[src/rtl/fetch_unit_if.sv]
// ---------------------------------------------------------------------------
// fetch_unit_if : PC, instruction-memory, redirect and decode-side signals
// Revision 1.0
// ---------------------------------------------------------------------------
`default_nettype none

interface fetch_unit_if;
  logic [31:0] pc_cur;
  logic [31:0] pc_next;
  logic        imem_req_valid;
  logic        imem_req_ready;
  logic [31:0] imem_addr;
  logic        imem_rsp_valid;
  logic [31:0] imem_rsp_data;
  logic        redirect_valid;
  logic [31:0] redirect_pc;
  logic        if_valid;
  logic        if_ready;
  logic [31:0] if_instr;
  logic [31:0] if_pc;
  logic        fetch_fault;

  modport master (
    input  pc_cur,
    output pc_next,
    output imem_req_valid,
    input  imem_req_ready,
    output imem_addr,
    input  imem_rsp_valid,
    input  imem_rsp_data,
    input  redirect_valid,
    input  redirect_pc,
    output if_valid,
    input  if_ready,
    output if_instr,
    output if_pc,
    output fetch_fault
  );

  modport slave (
    output pc_cur,
    input  pc_next,
    input  imem_req_valid,
    output imem_req_ready,
    input  imem_addr,
    output imem_rsp_valid,
    output imem_rsp_data,
    output redirect_valid,
    output redirect_pc,
    input  if_valid,
    output if_ready,
    input  if_instr,
    input  if_pc,
    input  fetch_fault
  );
endinterface

`default_nettype wire

[src/rtl/fetch_unit.sv]
// ---------------------------------------------------------------------------
// fetch_unit : single-outstanding instruction fetch sequencer feeding decode.
// Optional FETCH_ALIGN_CHECK_EN: misaligned redirect raises sticky fetch_fault.
// Revision 1.0
// ---------------------------------------------------------------------------
`default_nettype none

module fetch_unit #(
  parameter logic [31:0] RESET_PC = 32'h0000_0000,
  parameter logic [31:0] PC_STEP  = 32'd4
) (
  input  wire logic    clk,
  input  wire logic    rst,
  fetch_unit_if.master bus
);

  localparam logic [1:0] S_IDLE = 2'd0;
  localparam logic [1:0] S_REQ  = 2'd1;
  localparam logic [1:0] S_WAIT = 2'd2;
  localparam logic [1:0] S_OUT  = 2'd3;

  logic [1:0]  state_q, state_d;
  logic        drop_q, drop_d;
  logic        fault_q, fault_d;
  logic [31:0] req_pc_q, req_pc_d;
  logic [31:0] if_instr_q, if_instr_d;
  logic [31:0] if_pc_q, if_pc_d;

  logic        req_accept;
  logic        redir_go;
  logic        redir_bad;
  logic [31:0] redir_target;

  assign req_accept = (state_q == S_REQ) && bus.imem_req_ready;
  assign redir_go   = (state_q != S_IDLE) && bus.redirect_valid;

`ifdef FETCH_ALIGN_CHECK_EN
  assign redir_target = bus.redirect_pc;
  assign redir_bad    = redir_go && (bus.redirect_pc[1:0] != 2'b00);
`else
  assign redir_target = {bus.redirect_pc[31:2], 2'b00};
  assign redir_bad    = 1'b0;
`endif

  always_ff @(posedge clk or negedge rst) begin
    if (!rst) begin
      state_q    <= S_IDLE;
      drop_q     <= 1'b0;
      fault_q    <= 1'b0;
      req_pc_q   <= 32'h0;
      if_instr_q <= 32'h0;
      if_pc_q    <= 32'h0;
    end else begin
      state_q    <= state_d;
      drop_q     <= drop_d;
      fault_q    <= fault_d;
      req_pc_q   <= req_pc_d;
      if_instr_q <= if_instr_d;
      if_pc_q    <= if_pc_d;
    end
  end

  always_comb begin
    state_d    = state_q;
    drop_d     = drop_q;
    fault_d    = fault_q;
    req_pc_d   = req_pc_q;
    if_instr_d = if_instr_q;
    if_pc_d    = if_pc_q;
    case (state_q)
      S_IDLE: begin
        // A latched fault parks the sequencer here until reset.
        if (!fault_q) state_d = S_REQ;
      end
      S_REQ: begin
        if (req_accept) begin
          req_pc_d = bus.pc_cur;
          state_d  = S_WAIT;
          if (bus.redirect_valid) drop_d = 1'b1;
        end
      end
      S_WAIT: begin
        if (bus.imem_rsp_valid) begin
          if (drop_q || bus.redirect_valid) begin
            drop_d  = 1'b0;
            state_d = S_REQ;
          end else begin
            if_instr_d = bus.imem_rsp_data;
            if_pc_d    = req_pc_q;
            state_d    = S_OUT;
          end
        end else if (bus.redirect_valid) begin
          drop_d = 1'b1;
        end
      end
      default: begin
        if (bus.redirect_valid || bus.if_ready) state_d = S_REQ;
      end
    endcase
    if (redir_bad) begin
      state_d = S_IDLE;
      drop_d  = 1'b0;
      fault_d = 1'b1;
    end
  end

  always_comb begin
    bus.imem_req_valid = (state_q == S_REQ);
    bus.imem_addr      = bus.pc_cur;
    bus.if_valid       = (state_q == S_OUT);
    bus.if_instr       = if_instr_q;
    bus.if_pc          = if_pc_q;
    bus.fetch_fault    = fault_q;
    // The PC register loads pc_next every clock, so reset must steer it too.
    if (!rst)            bus.pc_next = RESET_PC;
    else if (redir_go)   bus.pc_next = redir_target;
    else if (req_accept) bus.pc_next = bus.pc_cur + PC_STEP;
    else                 bus.pc_next = bus.pc_cur;
  end

endmodule

`default_nettype wire
[src/flat_wrapper.sv]
// flat-port wrapper written by rule: the top's interface ports become plain ports
module fetch_unit_flat 
#(
  parameter logic [31:0] RESET_PC = 32'h0000_0000,
  parameter logic [31:0] PC_STEP  = 32'd4
)
  (clk, rst, bus_pc_cur, bus_pc_next, bus_imem_req_valid, bus_imem_req_ready, bus_imem_addr, bus_imem_rsp_valid, bus_imem_rsp_data, bus_redirect_valid, bus_redirect_pc, bus_if_valid, bus_if_ready, bus_if_instr, bus_if_pc, bus_fetch_fault);
  fetch_unit_if bus_i ();
  input  wire logic clk;
  input  wire logic rst;
  input wire logic [$bits(bus_i.pc_cur)-1:0] bus_pc_cur;
  output wire logic [$bits(bus_i.pc_next)-1:0] bus_pc_next;
  output wire logic [$bits(bus_i.imem_req_valid)-1:0] bus_imem_req_valid;
  input wire logic [$bits(bus_i.imem_req_ready)-1:0] bus_imem_req_ready;
  output wire logic [$bits(bus_i.imem_addr)-1:0] bus_imem_addr;
  input wire logic [$bits(bus_i.imem_rsp_valid)-1:0] bus_imem_rsp_valid;
  input wire logic [$bits(bus_i.imem_rsp_data)-1:0] bus_imem_rsp_data;
  input wire logic [$bits(bus_i.redirect_valid)-1:0] bus_redirect_valid;
  input wire logic [$bits(bus_i.redirect_pc)-1:0] bus_redirect_pc;
  output wire logic [$bits(bus_i.if_valid)-1:0] bus_if_valid;
  input wire logic [$bits(bus_i.if_ready)-1:0] bus_if_ready;
  output wire logic [$bits(bus_i.if_instr)-1:0] bus_if_instr;
  output wire logic [$bits(bus_i.if_pc)-1:0] bus_if_pc;
  output wire logic [$bits(bus_i.fetch_fault)-1:0] bus_fetch_fault;
  assign bus_i.pc_cur = bus_pc_cur;
  assign bus_pc_next = bus_i.pc_next;
  assign bus_imem_req_valid = bus_i.imem_req_valid;
  assign bus_i.imem_req_ready = bus_imem_req_ready;
  assign bus_imem_addr = bus_i.imem_addr;
  assign bus_i.imem_rsp_valid = bus_imem_rsp_valid;
  assign bus_i.imem_rsp_data = bus_imem_rsp_data;
  assign bus_i.redirect_valid = bus_redirect_valid;
  assign bus_i.redirect_pc = bus_redirect_pc;
  assign bus_if_valid = bus_i.if_valid;
  assign bus_i.if_ready = bus_if_ready;
  assign bus_if_instr = bus_i.if_instr;
  assign bus_if_pc = bus_i.if_pc;
  assign bus_fetch_fault = bus_i.fetch_fault;
  fetch_unit #(.RESET_PC(RESET_PC), .PC_STEP(PC_STEP)) u_core (.clk(clk), .rst(rst), .bus(bus_i));
endmodule
[config.mk]
export PLATFORM = sky130hd
export DESIGN_NAME = fetch_unit_flat
export DESIGN_NICKNAME = d
export VERILOG_FILES = /design/src/rtl/fetch_unit_if.sv /design/src/rtl/fetch_unit.sv /design/src/flat_wrapper.sv
export SDC_FILE = /design/constraint.sdc
export NUM_CORES = 1
export LEC_CHECK = 0
export BUFFER_PORTS_ARGS = -buffer_cell sky130_fd_sc_hd__buf_2
export CORE_ASPECT_RATIO = 0.8
export CORE_MARGIN = 2
export CORE_UTILIZATION = 47
export CTS_CLUSTER_DIAMETER = 60
export DETAILED_ROUTE_END_ITERATION = 7
export HOLD_SLACK_MARGIN = 0.06
export PLACE_DENSITY = 0.8
export SLEW_MARGIN = 20
export SYNTH_ARGS = -nofsm -noshare
export SYNTH_HDL_FRONTEND = slang
export SYNTH_SLANG_ARGS = --single-unit
[constraint.sdc]
create_clock -name clk -period 2.82 [get_ports clk]
set_input_delay 0.564 -clock clk [delete_from_list [all_inputs] [get_ports clk]]
set_output_delay 0.564 -clock clk [all_outputs]
set_load 0.03 [all_outputs]
==> parameters.txt, run 1 <==
Parameter                              Value

Status
  Run status ... finished, violations left
  Violations in the final reports ... setup timing

Final layout
  Final layout net count ... 817
  # diodes ... 0
  Layout-stage area growth over the synthesis result ... 46.1%
  Layout cell share with drive strength beyond 1 ... 64.3%
  Fill cell total of the finished layout ... 804
  Commonest cells after routing, fill and taps aside ... 207 x sky130_fd_sc_hd__buf_2, 99 x sky130_fd_sc_hd__dfrtp_1, 92 x sky130_fd_sc_hd__mux2_2, 73 x sky130_fd_sc_hd__buf_4, 31 x sky130_fd_sc_hd__o21ai_0
  Most common library cell in the layout ignoring fill and taps ... sky130_fd_sc_hd__buf_2
  Register cell area after layout ... 2480 um2
  Multi-input logic area ... 2630 um2

Setup path
  WP data required ... 2.26 ns
  Critical path startpoint ... bus_pc_cur[5]
  Startpoint of the worst-slack reg-to-reg timing path ... u_core.state_q[0]
  Arrival time at the worst endpoint ... 2.36 ns
  CP Launch Type ... input port
  Biggest cell delay along the critical path ... 0.59 ns
  Category of the most critical setup path ... in -> out
  Highest fanout seen on the critical path ... 5
  Number of buffers and inverters on the critical path ... 4
  Kind of end point of the critical path ... output port
  Crit path cell chain ... buf_2, nand4_1, buf_6, or4_4, buf_6, or3_4, a31oi_4, buf_6
  Cell type group with the largest total delay on the critical path ... simple AND/OR/NAND/NOR gates
  Cell seen most often among critical-path stages ... sky130_fd_sc_hd__buf_6
  Cell at the slowest stage of the critical path ... sky130_fd_sc_hd__or4_4

Worst hold path
  Class of the worst hold path ... in -> async

Drt
  Via count ... 4,728
  Post-DR vias/cell ... 5.51
  Met3 wire length ... 1210 um
  Count of TritonRoute iterations in the first routing pass ... 4
  Detailed-route wire length on metal 1 ... 5910 um
  Count of nets left with antenna violations after detail routing ... 0
  Highest metal layer with signal wires ... met4
  Detailed-route wire length per cell ... 18.0 um
  Aggregate routed wire length ... 15,400 um
  1st-iter DRT viols ... 277
  Met2 layer wire length in the routed design ... 7970 um
  Number of remaining DRC errors ... 0

GRT
  Via count of the first global-routing pass ... 4,865
  Pin count of the biggest net entering global routing ... 48
  Overflow left after global routing ... 0
  Wire length of the first global-routing pass ... 24,400 um
  Initial antenna violation count ... 0
  Gr usage total ... 26.4%

Power and ir drop
  Fraction of power consumed by sequential logic ... 34.5%
  Switching component of the power ... 2.76 mW
  Internal power ... 3.87 mW
  Final Power ... 6.62 mW
  Logic pwr share ... 47.3%
  Proportion of total power due to net switching ... 41.6%
  Worst vdd rail ir drop ... 0.639 mV
  Leakage power figure ... 3.76 nW
  Areal power density over the cells ... 884 nW/um2
  Portion of total power attributed to the clock network ... 18.2%

Floorplan
  Ports ... 233
  Effective utilization at floorplan ... 47.6%
  Row count ... 34
  Core Footprint ... 10,800 um2
  Overall die width ... 121 um
  Die height ... 97.4 um
  DIE AREA ... 11,800 um2

Timing
  Min Tclk post-route ... 2.93 ns
  F_max ... 0.342 GHz
  WHS ... 0.102 ns
  Share of the clock period used by the worst path ... 104%
  Final count of pins violating max slew ... 0
  Final setup violation count ... 10
  Slack of the critical path ... -0.106 ns
  Final Hold Fails ... 0
  Worst-case clock skew ... 0.00991 ns
  Unrepaired setup endpoints after global routing ... yes

Synth
  Synthesized instance count ... 453
  Adder-cell share of the synthesized area ... 1.46%
  Count of yosys warnings during synthesis ... 0
  Mean cell area of the mapped netlist ... 11.3 um2
  Portion of the post-synthesis area used by sequential elements ... 48.3%
  Area fraction in compound gates after synthesis ... 8.98%
  Area share of and/or/nand/nor cells after synthesis ... 10.8%
  Synthesized-area fraction occupied by xor and xnor cells ... 2.22%
  Post-synthesis mux area share ... 20.4%
  Largest cells by area after synthesis ... sky130_fd_sc_hd__dfrtp_1 48%, sky130_fd_sc_hd__mux2_2 20%, sky130_fd_sc_hd__buf_4 5.0%
  Main combinational cell family by area after synthesis ... multiplexers
  Syn_nets ... 561
  Count of different cell masters after synthesis ... 41
  Synth area leader ... sky130_fd_sc_hd__dfrtp_1
  Count of state elements after synthesis ... 99
  Summed instance area of the synthesized netlist ... 5120 um2
  Top cell type's share of synthesized area ... 48.3%

Clock network
  CTS tree ... done
  Worst-path clk slew ... 0.07 ns
  Cts bufs inserted ... 9
  Largest buffer count on any clock path ... 2
  Clk Tree Root Cell ... sky130_fd_sc_hd__clkbuf_16
  Hold-fix buffers, CTS ... 0
  Clock net sink count ... 99
  Clock H-tree levels ... 3
  Worst-Skew Late Latency ... 0.35 ns

Flow run
  Max-cap viol count ... 0

Placement
  Detailed placer's ending HPWL ... 11,300 um
  Number of port buffers ... 229
  Final weighted congestion in routability-driven placement ... 0.882
  Setup WS pre-CTS ... -0.238 ns
==> kinds of logic after synthesis <==
family / Yosys count
muxes: 93
buffers and inverters: 68
other: 1
adders and majority gates: 6
xor gates and xnor gates: 13
and+or+nand+nor: 97
AOI/OAI and AO/OA: 76
DFF: 99
==> synth_stat cells <==
| library cell | number |
|---|---|
| sky130_fd_sc_hd__dfrtp_1 | 99 |
| sky130_fd_sc_hd__mux2_2 | 92 |
| sky130_fd_sc_hd__buf_4 | 34 |
| sky130_fd_sc_hd__o21ai_0 | 32 |
| sky130_fd_sc_hd__clkbuf_1 | 20 |
| sky130_fd_sc_hd__nand2_1 | 17 |
| sky130_fd_sc_hd__a31oi_1 | 14 |
| sky130_fd_sc_hd__nand3_1 | 13 |
| sky130_fd_sc_hd__nor2_1 | 11 |
| sky130_fd_sc_hd__a21oi_1 | 9 |
| sky130_fd_sc_hd__inv_1 | 9 |
| sky130_fd_sc_hd__or3_1 | 9 |
| sky130_fd_sc_hd__or4_1 | 9 |
| sky130_fd_sc_hd__xnor2_1 | 9 |
| sky130_fd_sc_hd__nor4_1 | 8 |
| sky130_fd_sc_hd__o31ai_1 | 8 |
| sky130_fd_sc_hd__nor3_1 | 7 |
| sky130_fd_sc_hd__a211oi_1 | 6 |
| sky130_fd_sc_hd__ha_1 | 6 |
| sky130_fd_sc_hd__and4_1 | 4 |
| sky130_fd_sc_hd__nand2b_1 | 4 |
| sky130_fd_sc_hd__nand4_1 | 4 |
| sky130_fd_sc_hd__xor2_1 | 4 |
| sky130_fd_sc_hd__buf_2 | 3 |
| sky130_fd_sc_hd__or2_2 | 3 |
| sky130_fd_sc_hd__a311oi_1 | 2 |
| sky130_fd_sc_hd__and3_1 | 2 |
| sky130_fd_sc_hd__nand4_2 | 2 |
| sky130_fd_sc_hd__a32o_1 | 1 |
| sky130_fd_sc_hd__a41oi_1 | 1 |
| sky130_fd_sc_hd__and2_1 | 1 |
| sky130_fd_sc_hd__buf_1 | 1 |
| sky130_fd_sc_hd__buf_6 | 1 |
| sky130_fd_sc_hd__conb_1 | 1 |
| sky130_fd_sc_hd__mux2i_1 | 1 |
| sky130_fd_sc_hd__nor2b_1 | 1 |
| sky130_fd_sc_hd__nor3_2 | 1 |
| sky130_fd_sc_hd__o221ai_1 | 1 |
| sky130_fd_sc_hd__o31a_1 | 1 |
| sky130_fd_sc_hd__o41ai_1 | 1 |
| sky130_fd_sc_hd__or4_4 | 1 |
==> routing by layer <==
metal	track usage [%]	up-vias
li1	-	2137
met1	31.0	2339
met2	45.9	223
met3	8.10	29
met4	8.94	0
met5	0	-
==> registers in the layout, indices dropped and copies added (netlist names) <==
register             cells
u_core.bus.if_pc        32
u_core.drop_q            1
u_core.req_pc_q         32
u_core.state_q           2
u_core.bus.if_instr     32
==> power by group through the flow <==
stage	Sequential, mW	Combinational (mW)	Clock [mW]
4_1_cts	2.28	3.04	1.23
3_5_place_dp	2.30	2.87	0
6_report	2.28	3.13	1.21
5_1_grt	2.35	3.31	1.31
3_3_place_gp	2.26	2.77	0
2_1_floorplan	2.88	1.35	0
==> layout make-up <==
type                            count  share of cell area [%]
Timing Repair Buffer              302                    25.0
Clock buffer                        9                    3.01
Tap cell                          144                    2.41
Inverter                            9                   0.451
Clock inverter                      7                   0.969
Sequential cell                    99                    33.1
Multi-Input combinational cell    288                    35.1
==> what timing repair did <==
item                                    in CTS  in global routing
gates cloned                                 2                  0
pin swaps                                   14                 14
resized for setup                           56                 37
buffers inserted                             6                  5
endpoints found under the setup margin      25                 28
==> per-stage QoR <==
stage	setup TNS, ns	util (%)	std cells	cell area (um2)
global placement	-1.31	62.5	830	6730
floorplan	-0.0538	-	453	5270
CTS	-1.92	67.9	853	7310
detailed placement	-1.54	62.5	830	6730
global route	-2.09	69.6	858	7490
finish	-0.580	69.6	858	7490
==> path summary, 6_finish.rpt <==
kind                                                end  slack (ns)  depth (start not counted)
worst min-delay path               u_core.bus.if_pc[27]        0.10                          1
max in group asynchronous          u_core.bus.if_pc[14]        1.65                          3
worst max-delay path                    bus_pc_next[18]       -0.11                          8
worst max register to register     u_core.bus.if_pc[23]        0.80                          7
worst min register to register       u_core.req_pc_q[9]        0.49                          2
min in group clk                u_core.bus.if_instr[20]        0.44                          2
(Power assumes the default switching activity.)
==> inputs of run 2 (changes only) <==
--- a/config.mk
+++ b/config.mk
@@ -5,10 +5,11 @@
 export SDC_FILE = /design/constraint.sdc
 export NUM_CORES = 1
 export LEC_CHECK = 0
+export ABC_AREA = 1
 export BUFFER_PORTS_ARGS = -buffer_cell sky130_fd_sc_hd__buf_2
 export CORE_ASPECT_RATIO = 0.8
 export CORE_MARGIN = 2
-export CORE_UTILIZATION = 47
+export CORE_UTILIZATION = 48
 export CTS_CLUSTER_DIAMETER = 60
 export DETAILED_ROUTE_END_ITERATION = 7
 export HOLD_SLACK_MARGIN = 0.06
==> parameters.txt, run 2 <==
Parameter                              Value

Status
  Run status ... finished clean

GRT
  Overflow left after global routing ... 0 (unchanged)
  Via count of the first global-routing pass ... 4,552 (-6.4%)
  Wire length of the first global-routing pass ... 22,800 um (-6.5%)
  Initial antenna violation count ... 2 (+2)
  Pin count of the biggest net entering global routing ... 69 (+44%)
  Gr usage total ... 24.2% (-2.2 points)

Setup path
  Crit path cell chain ... inv_2, ha_4, nand2_4, inv_4, nand3b_1, nor2_4, nand2_1, nand2_1, nand3_1, nand3_1, inv_1, buf_4
  Category of the most critical setup path ... reg -> out
  Arrival time at the worst endpoint ... 2.20 ns (-0.16 ns)
  Highest fanout seen on the critical path ... 7 (+2)
  Biggest cell delay along the critical path ... 0.39 ns (-0.20 ns)
  Critical path startpoint ... u_core.state_q[1]
  WP data required ... 2.26 ns (about the same)
  CP Launch Type ... flop
  Cell type group with the largest total delay on the critical path ... simple AND/OR/NAND/NOR gates
  Number of buffers and inverters on the critical path ... 4 (unchanged)
  Startpoint of the worst-slack reg-to-reg timing path ... u_core.state_q[0]
  Kind of end point of the critical path ... output port
  Cell at the slowest stage of the critical path ... sky130_fd_sc_hd__dfrtp_1

Drt
  Post-DR vias/cell ... 5.03 (-8.7%)
  Count of TritonRoute iterations in the first routing pass ... 7 (+3)
  Via count ... 4,945 (+4.6%)
  1st-iter DRT viols ... 338 (+22%)
  Number of remaining DRC errors ... 0 (unchanged)
  Aggregate routed wire length ... 14,800 um (-4.3%)
  Detailed-route wire length per cell ... 15.0 um (-16%)
  Count of nets left with antenna violations after detail routing ... 0 (unchanged)

Floorplan
  DIE AREA ... 12,200 um2 (+3.7%)
  Core Footprint ... 11,000 um2 (+2.0%)
  Effective utilization at floorplan ... 49.5% (+1.9 points)
  Overall die width ... 123 um (+1.9%)
  Die height ... 99.2 um (+1.8%)
  Ports ... 233 (unchanged)
  Row count ... 34 (unchanged)

Placement
  Number of port buffers ... 229 (unchanged)
  Placed Cells incl. Taps ... 961 (+16%)
  Detailed placer's ending HPWL ... 11,300 um (about the same)
  Setup WS pre-CTS ... 0.145 ns (+0.383 ns)
  Final weighted congestion in routability-driven placement ... 0.882 (about the same)

Timing
  Final setup violation count ... 0 (-10)
  Unrepaired setup endpoints after global routing ... yes
  Share of the clock period used by the worst path ... 98.0% (-5.8 points)
  Min Tclk post-route ... 2.76 ns (-0.163 ns)
  Slack of the critical path ... 0.0575 ns (+0.163 ns)
  Worst-case clock skew ... 0.00488 ns (-0.00503 ns)
  F_max ... 0.362 GHz (+5.9%)
  Final Hold Fails ... 0 (unchanged)
  Final count of pins violating max slew ... 0 (unchanged)

Final layout
  Layout-stage area growth over the synthesis result ... 27.9%
  Final standard cell count with taps included and fillers excluded ... 983 (+15%)
  Layout cell share with drive strength beyond 1 ... 42.6% (-22 points)
  Multi-input logic area ... 2350 um2 (-10%)
  Most common library cell in the layout ignoring fill and taps ... sky130_fd_sc_hd__buf_2
  Commonest cells after routing, fill and taps aside ... 223 x sky130_fd_sc_hd__buf_2, 137 x sky130_fd_sc_hd__nand2_1, 98 x sky130_fd_sc_hd__dfrtp_1, 80 x sky130_fd_sc_hd__inv_1, 60 x sky130_fd_sc_hd__mux2_2
  # diodes ... 0 (unchanged)
  Final layout net count ... 942 (+15%)
  Fill cell total of the finished layout ... 945 (+18%)
  Register cell area after layout ... 2480 um2 (about the same)

Power and ir drop
  Worst vdd rail ir drop ... 0.374 mV (-41%)
  Leakage power figure ... 3.96 nW (+5.4%)
  Areal power density over the cells ... 904 nW/um2 (+2.3%)

Clock network
  Worst-path clk slew ... 0.07 ns (about the same)
  Clk Tree Root Cell ... sky130_fd_sc_hd__clkbuf_16
  Largest buffer count on any clock path ... 2 (unchanged)
  Worst-Skew Late Latency ... 0.34 ns (about the same)
  Cts bufs inserted ... 9 (unchanged)
  Hold-fix buffers, CTS ... 0 (unchanged)
  Clock net sink count ... 99 (unchanged)
  CTS tree ... done
  Clock H-tree levels ... 3 (unchanged)

Synth
  Synthesized instance count ... 630 (+39%)
  Mean cell area of the mapped netlist ... 8.63 um2 (-24%)
  Count of yosys warnings during synthesis ... 0 (unchanged)
  Syn_nets ... 738 (+32%)
  Count of state elements after synthesis ... 99 (unchanged)
  Top cells by count, synth ... 139 x sky130_fd_sc_hd__nand2_1, 99 x sky130_fd_sc_hd__dfrtp_1, 81 x sky130_fd_sc_hd__inv_1, 60 x sky130_fd_sc_hd__mux2_2, 55 x sky130_fd_sc_hd__o21ai_0
  Portion of the post-synthesis area used by sequential elements ... 45.6% (-2.8 points)
  Share of flip-flops with an asynchronous set or reset after synthesis ... 100% (unchanged)
  Synth area leader ... sky130_fd_sc_hd__dfrtp_1
  Flip-flop cell with the highest count after synthesis ... sky130_fd_sc_hd__dfrtp_1
  Count leader, synth ... sky130_fd_sc_hd__nand2_1
  Count of different cell masters after synthesis ... 29 (-29%)
  Top cell type's share of synthesized area ... 45.6% (-2.8 points)
  Summed instance area of the synthesized netlist ... 5440 um2 (+6.1%)
  Number of synthesized flops with an enable pin ... 0 (unchanged)
  Largest cells by area after synthesis ... sky130_fd_sc_hd__dfrtp_1 46%, sky130_fd_sc_hd__mux2_2 12%, sky130_fd_sc_hd__nand2_1 9.6%

Flow run
  Max-cap viol count ... 0 (unchanged)

Worst hold path
  Class of the worst hold path ... in -> async
-- run 2: changes by cell type after synthesis, sizes merged, moves of 10 or more --
cell    before  now
a31oi       14    1
clkbuf      20    8
mux2        92   60
o211ai       0   10
inv          9   83
o21ai       32   57
nor2        11   43
nand2       17  146
nand3       13   45
or4         10    0
-- run 2: worst paths after layout --
path                                      endpoint  slack [ns]  depth (start not counted)
setup / recovery                   bus_pc_next[23]        0.06                         12
hold / removal                u_core.bus.if_pc[20]        0.09                          1
setup reg to reg              u_core.bus.if_pc[31]        1.02                          7
hold reg to reg                 u_core.req_pc_q[5]        0.48                          2
max in group asynchronous  u_core.bus.if_instr[28]        2.03                          2
min in group clk           u_core.bus.if_instr[30]        0.45                          2
-- run 2: area by class of cell --
cell class | instances | share of cell area [%]
Multi-Input combinational cell | 394 | 33.8
Sequential cell | 99 | 35.6
Timing Repair Buffer | 247 | 19.2
Inverter | 83 | 4.51
Clock buffer | 9 | 3.24
Tap cell | 144 | 2.59
Clock inverter | 7 | 0.971
-- run 2: cell families (layout without fill, tap and decap cells) --
kind of cell	Yosys count	count (layout)	synth area share, %
and+or+nand+nor	246	247	19.9
other	1	1	0.0690
AOI/OAI and AO/OA	78	78	7.78
DFF	99	99	45.6
adders and majority gates	6	6	1.38
buffers and inverters	138	346	12.5
muxes	61	61	12.6
xor gates and xnor gates	1	1	0.161
-- run 2: repair_timing --
action / CTS / global route
pin swaps: 3 / 6
setup buffers: 1 / 4
gates resized for setup: 6 / 21
cloned: 1 / 0
setup endpoints to repair: 13 / 24
hold endpoints to repair: 0 / 0
-- run 2: power breakdown --
group | internal, mW | switching [mW]
sequential | 1.99 | 0.275
combinational | 0.951 | 1.88
clock | 0.620 | 0.570
total | 3.57 | 2.73
-- run 2: through the flow --
stage                     power, mW  utilization (%)  hold slack [ns]  setup TNS, ns  instance area (um2)
after floorplan                4.18                -            0.268              0                 5440
after global placement         4.99             59.5            0.448              0                 6540
after detailed placement       5.07             59.5            0.447              0                 6540
after CTS                      6.28             62.5           0.0835        -0.0123                 6860
after global routing           6.69             63.4           0.0758         -0.217                 6960
final                          6.29             63.4           0.0898              0                 6960
-- run 2: worst register-to-register path, stage by stage (launching register included) --
cell and delay, ns:
sky130_fd_sc_hd__dfrtp_2 0.42, sky130_fd_sc_hd__inv_1 0.09, sky130_fd_sc_hd__ha_1 0.23, sky130_fd_sc_hd__nand2_1 0.06, sky130_fd_sc_hd__inv_1 0.07, sky130_fd_sc_hd__nand2_2 0.08
sky130_fd_sc_hd__buf_12 0.29, sky130_fd_sc_hd__mux2_2 0.44
-- run 2: metal layers --
| layer | vias to the layer above | share of wire (%) | global-route usage, % |
|---|---|---|---|
| li1 | 2408 | - | - |
| met1 | 2290 | 42 | 31.8 |
| met2 | 226 | 48 | 40.2 |
| met3 | 17 | 8.8 | 6.59 |
| met4 | 4 | 1.1 | 5.59 |
| met5 | - | 0.20 | 0 |
==> inputs of run 3 (changes only) <==
--- a/config.mk
+++ b/config.mk
@@ -9,11 +9,12 @@
 export BUFFER_PORTS_ARGS = -buffer_cell sky130_fd_sc_hd__buf_2
 export CORE_ASPECT_RATIO = 0.8
 export CORE_MARGIN = 2
-export CORE_UTILIZATION = 48
+export CORE_UTILIZATION = 50
+export CTS_BUF_LIST = sky130_fd_sc_hd__clkbuf_8
 export CTS_CLUSTER_DIAMETER = 60
 export DETAILED_ROUTE_END_ITERATION = 7
 export HOLD_SLACK_MARGIN = 0.06
-export PLACE_DENSITY = 0.8
+export PLACE_DENSITY = 0.83
 export SLEW_MARGIN = 20
 export SYNTH_ARGS = -nofsm -noshare
 export SYNTH_HDL_FRONTEND = slang
==> parameters.txt, run 3 (same netlist as run 2, synthesis figures left out) <==
Parameter                              Value

Timing
  Final Hold Fails ... 0 (unchanged)
  Fin Setup TNS ... 0 ns (unchanged)
  Final count of pins violating max slew ... 0 (unchanged)
  Min Tclk post-route ... 2.80 ns (+0.0384 ns)
  Share of the clock period used by the worst path ... 99.3% (+1.4 points)
  Final setup violation count ... 0 (unchanged)
  Worst-case clock skew ... 0.0110 ns (+0.00612 ns)
  Unrepaired setup endpoints after global routing ... yes
  F_max ... 0.357 GHz (-1.4%)

Final layout
  Commonest cells after routing, fill and taps aside ... 213 x sky130_fd_sc_hd__buf_2, 136 x sky130_fd_sc_hd__nand2_1, 98 x sky130_fd_sc_hd__dfrtp_1, 77 x sky130_fd_sc_hd__inv_1, 60 x sky130_fd_sc_hd__mux2_2
  Layout cell share with drive strength beyond 1 ... 44.2% (+1.6 points)
  Layout-stage area growth over the synthesis result ... 29.0%
  Most common library cell in the layout ignoring fill and taps ... sky130_fd_sc_hd__buf_2
  # diodes ... 0 (unchanged)
  Final layout net count ... 943 (+0.11%)
  Final standard cell count with taps included and fillers excluded ... 984 (+0.10%)

Floorplan
  Core Footprint ... 10,700 um2 (-2.3%)
  Overall die width ... 121 um (-2.0%)
  DIE AREA ... 11,700 um2 (-3.9%)
  Die height ... 97.3 um (-1.9%)
  Row count ... 34 (unchanged)
  Effective utilization at floorplan ... 50.7% (+1.2 points)
  Ports ... 233 (unchanged)

Setup path
  WP data required ... 2.26 ns (about the same)
  CP Launch Type ... flop
  Crit path cell chain ... inv_2, ha_4, nand2_8, inv_6, nand3b_1, nor2_4, nand2_1, nand2_1, nand3_2, nand2_2, inv_2, buf_6
  Arrival time at the worst endpoint ... 2.24 ns (+0.04 ns)
  CP Depth ... 12 (unchanged)
  Kind of end point of the critical path ... output port
  Number of cells on the worst reg-to-reg path ... 7 (unchanged)
  Cell type group with the largest total delay on the critical path ... simple AND/OR/NAND/NOR gates
  Highest fanout seen on the critical path ... 5 (-2)
  Number of buffers and inverters on the critical path ... 4 (unchanged)
  Cell at the slowest stage of the critical path ... sky130_fd_sc_hd__dfrtp_1
  Category of the most critical setup path ... reg -> out
  Biggest cell delay along the critical path ... 0.42 ns (+0.03 ns)

GRT
  Pin count of the biggest net entering global routing ... 69 (unchanged)
  Via count of the first global-routing pass ... 4,577 (+0.55%)
  Gr usage total ... 24.8% (+0.52 points)
  Initial antenna violation count ... 2 (unchanged)
  Wire length of the first global-routing pass ... 22,700 um (-0.57%)
  Overflow left after global routing ... 0 (unchanged)

Clock network
  Cts bufs inserted ... 9 (unchanged)
  Clock H-tree levels ... 3 (unchanged)
  Worst-path clk slew ... 0.10 ns (+0.03 ns)
  Clock net sink count ... 99 (unchanged)
  Worst-Skew Late Latency ... 0.38 ns (+0.04 ns)
  Largest buffer count on any clock path ... 2 (unchanged)
  Clk Tree Root Cell ... sky130_fd_sc_hd__clkbuf_8
  CTS tree ... done
  Hold-fix buffers, CTS ... 0 (unchanged)

Drt
  Number of remaining DRC errors ... 0 (unchanged)
  1st-iter DRT viols ... 399 (+18%)
  Post-DR vias/cell ... 5.09 (+1.2%)
  Aggregate routed wire length ... 14,700 um (-0.47%)
  Detailed-route wire length per cell ... 14.9 um (-0.57%)
  Via count ... 5,009 (+1.3%)
  Count of nets left with antenna violations after detail routing ... 0 (unchanged)
  Count of TritonRoute iterations in the first routing pass ... 5 (-2)

Power and ir drop
  Areal power density over the cells ... 867 nW/um2 (-4.1%)
  Final Power ... 6.09 mW (-3.3%)
  Worst vdd rail ir drop ... 0.331 mV (-11%)
  Leakage power figure ... 3.95 nW (-0.33%)

Flow run
  Max-cap viol count ... 0 (unchanged)

Placement
  Final weighted congestion in routability-driven placement ... 0.879 (-0.27%)
  Number of port buffers ... 229 (unchanged)
  Placed Cells incl. Taps ... 959 (-0.21%)
  Detailed placer's ending HPWL ... 11,000 um (-2.2%)

Status
  Run status ... finished clean

Worst hold path
  Class of the worst hold path ... in -> async
[run 3: cell types whose count changed in the layout (fill, tap and decap cells not counted), sizes merged]
cell      delta
buf          -2
clkbuf       +3
clkinv       +1
clkinvlp     +1
inv          -2
[run 3: report_power, final]
| group | switching (mW) | total [mW] | internal [mW] |
|---|---|---|---|
| logic | 1.91 | 2.93 | 1.02 |
| clock network | 0.545 | 0.888 | 0.343 |
| registers | 0.272 | 2.26 | 1.99 |
| total | 2.73 | 6.09 | 3.35 |
[run 3: per-stage QoR]
stage / utilization (%) / hold slack, ns / area [um2] / setup slack (ns)
2_1_floorplan: - / 0.268 / 5440 / 0.0843
3_3_place_gp: 60.7 / 0.461 / 6510 / 0.239
3_5_place_dp: 60.7 / 0.471 / 6510 / 0.205
4_1_cts: 63.1 / 0.216 / 6770 / -0.0203
5_1_grt: 65.5 / 0.223 / 7020 / -0.0871
6_report: 65.5 / 0.216 / 7020 / 0.0191
[run 3: timing repair]
item,in CTS,in global routing
resized for setup,13,60
cloned,1,0
pin swaps,3,21
endpoints found under the setup margin,25,28
buffers inserted,2,7
[run 3: path summary, 6_finish.rpt]
| kind | from | end | slack (ns) |
|---|---|---|---|
| worst max-delay path | u_core.state_q[1] | bus_pc_next[19] | 0.02 |
| min in group clk | bus_imem_rsp_data[16] | u_core.bus.if_instr[16] | 0.41 |
| worst min register to register | u_core.req_pc_q[1] | u_core.req_pc_q[1] | 0.49 |
| max in group asynchronous | rst | u_core.req_pc_q[22] | 2.20 |
| worst min-delay path | rst | u_core.bus.if_pc[16] | 0.22 |
| worst max register to register | u_core.state_q[0] | u_core.bus.if_instr[4] | 1.00 |
[run 3: final cells by class]
cell class,instances,area (um2)
fill,905,3700
multi-input combinational,394,2440
clock inverter,7,75.1
clock buffer,9,124
sequential,99,2480
inverter,83,317
timing repair buffer,248,1400
tap,144,180
[run 3: layer usage]
| layer | wire length (um) | global-route usage, % | share of wire (%) |
|---|---|---|---|
| met1 | 5970 | 31.8 | 41 |
| met2 | 7170 | 41.9 | 49 |
| met3 | 1290 | 5.69 | 8.8 |
| met4 | 245 | 7.07 | 1.7 |
| met5 | 27 | 0 | 0.18 |
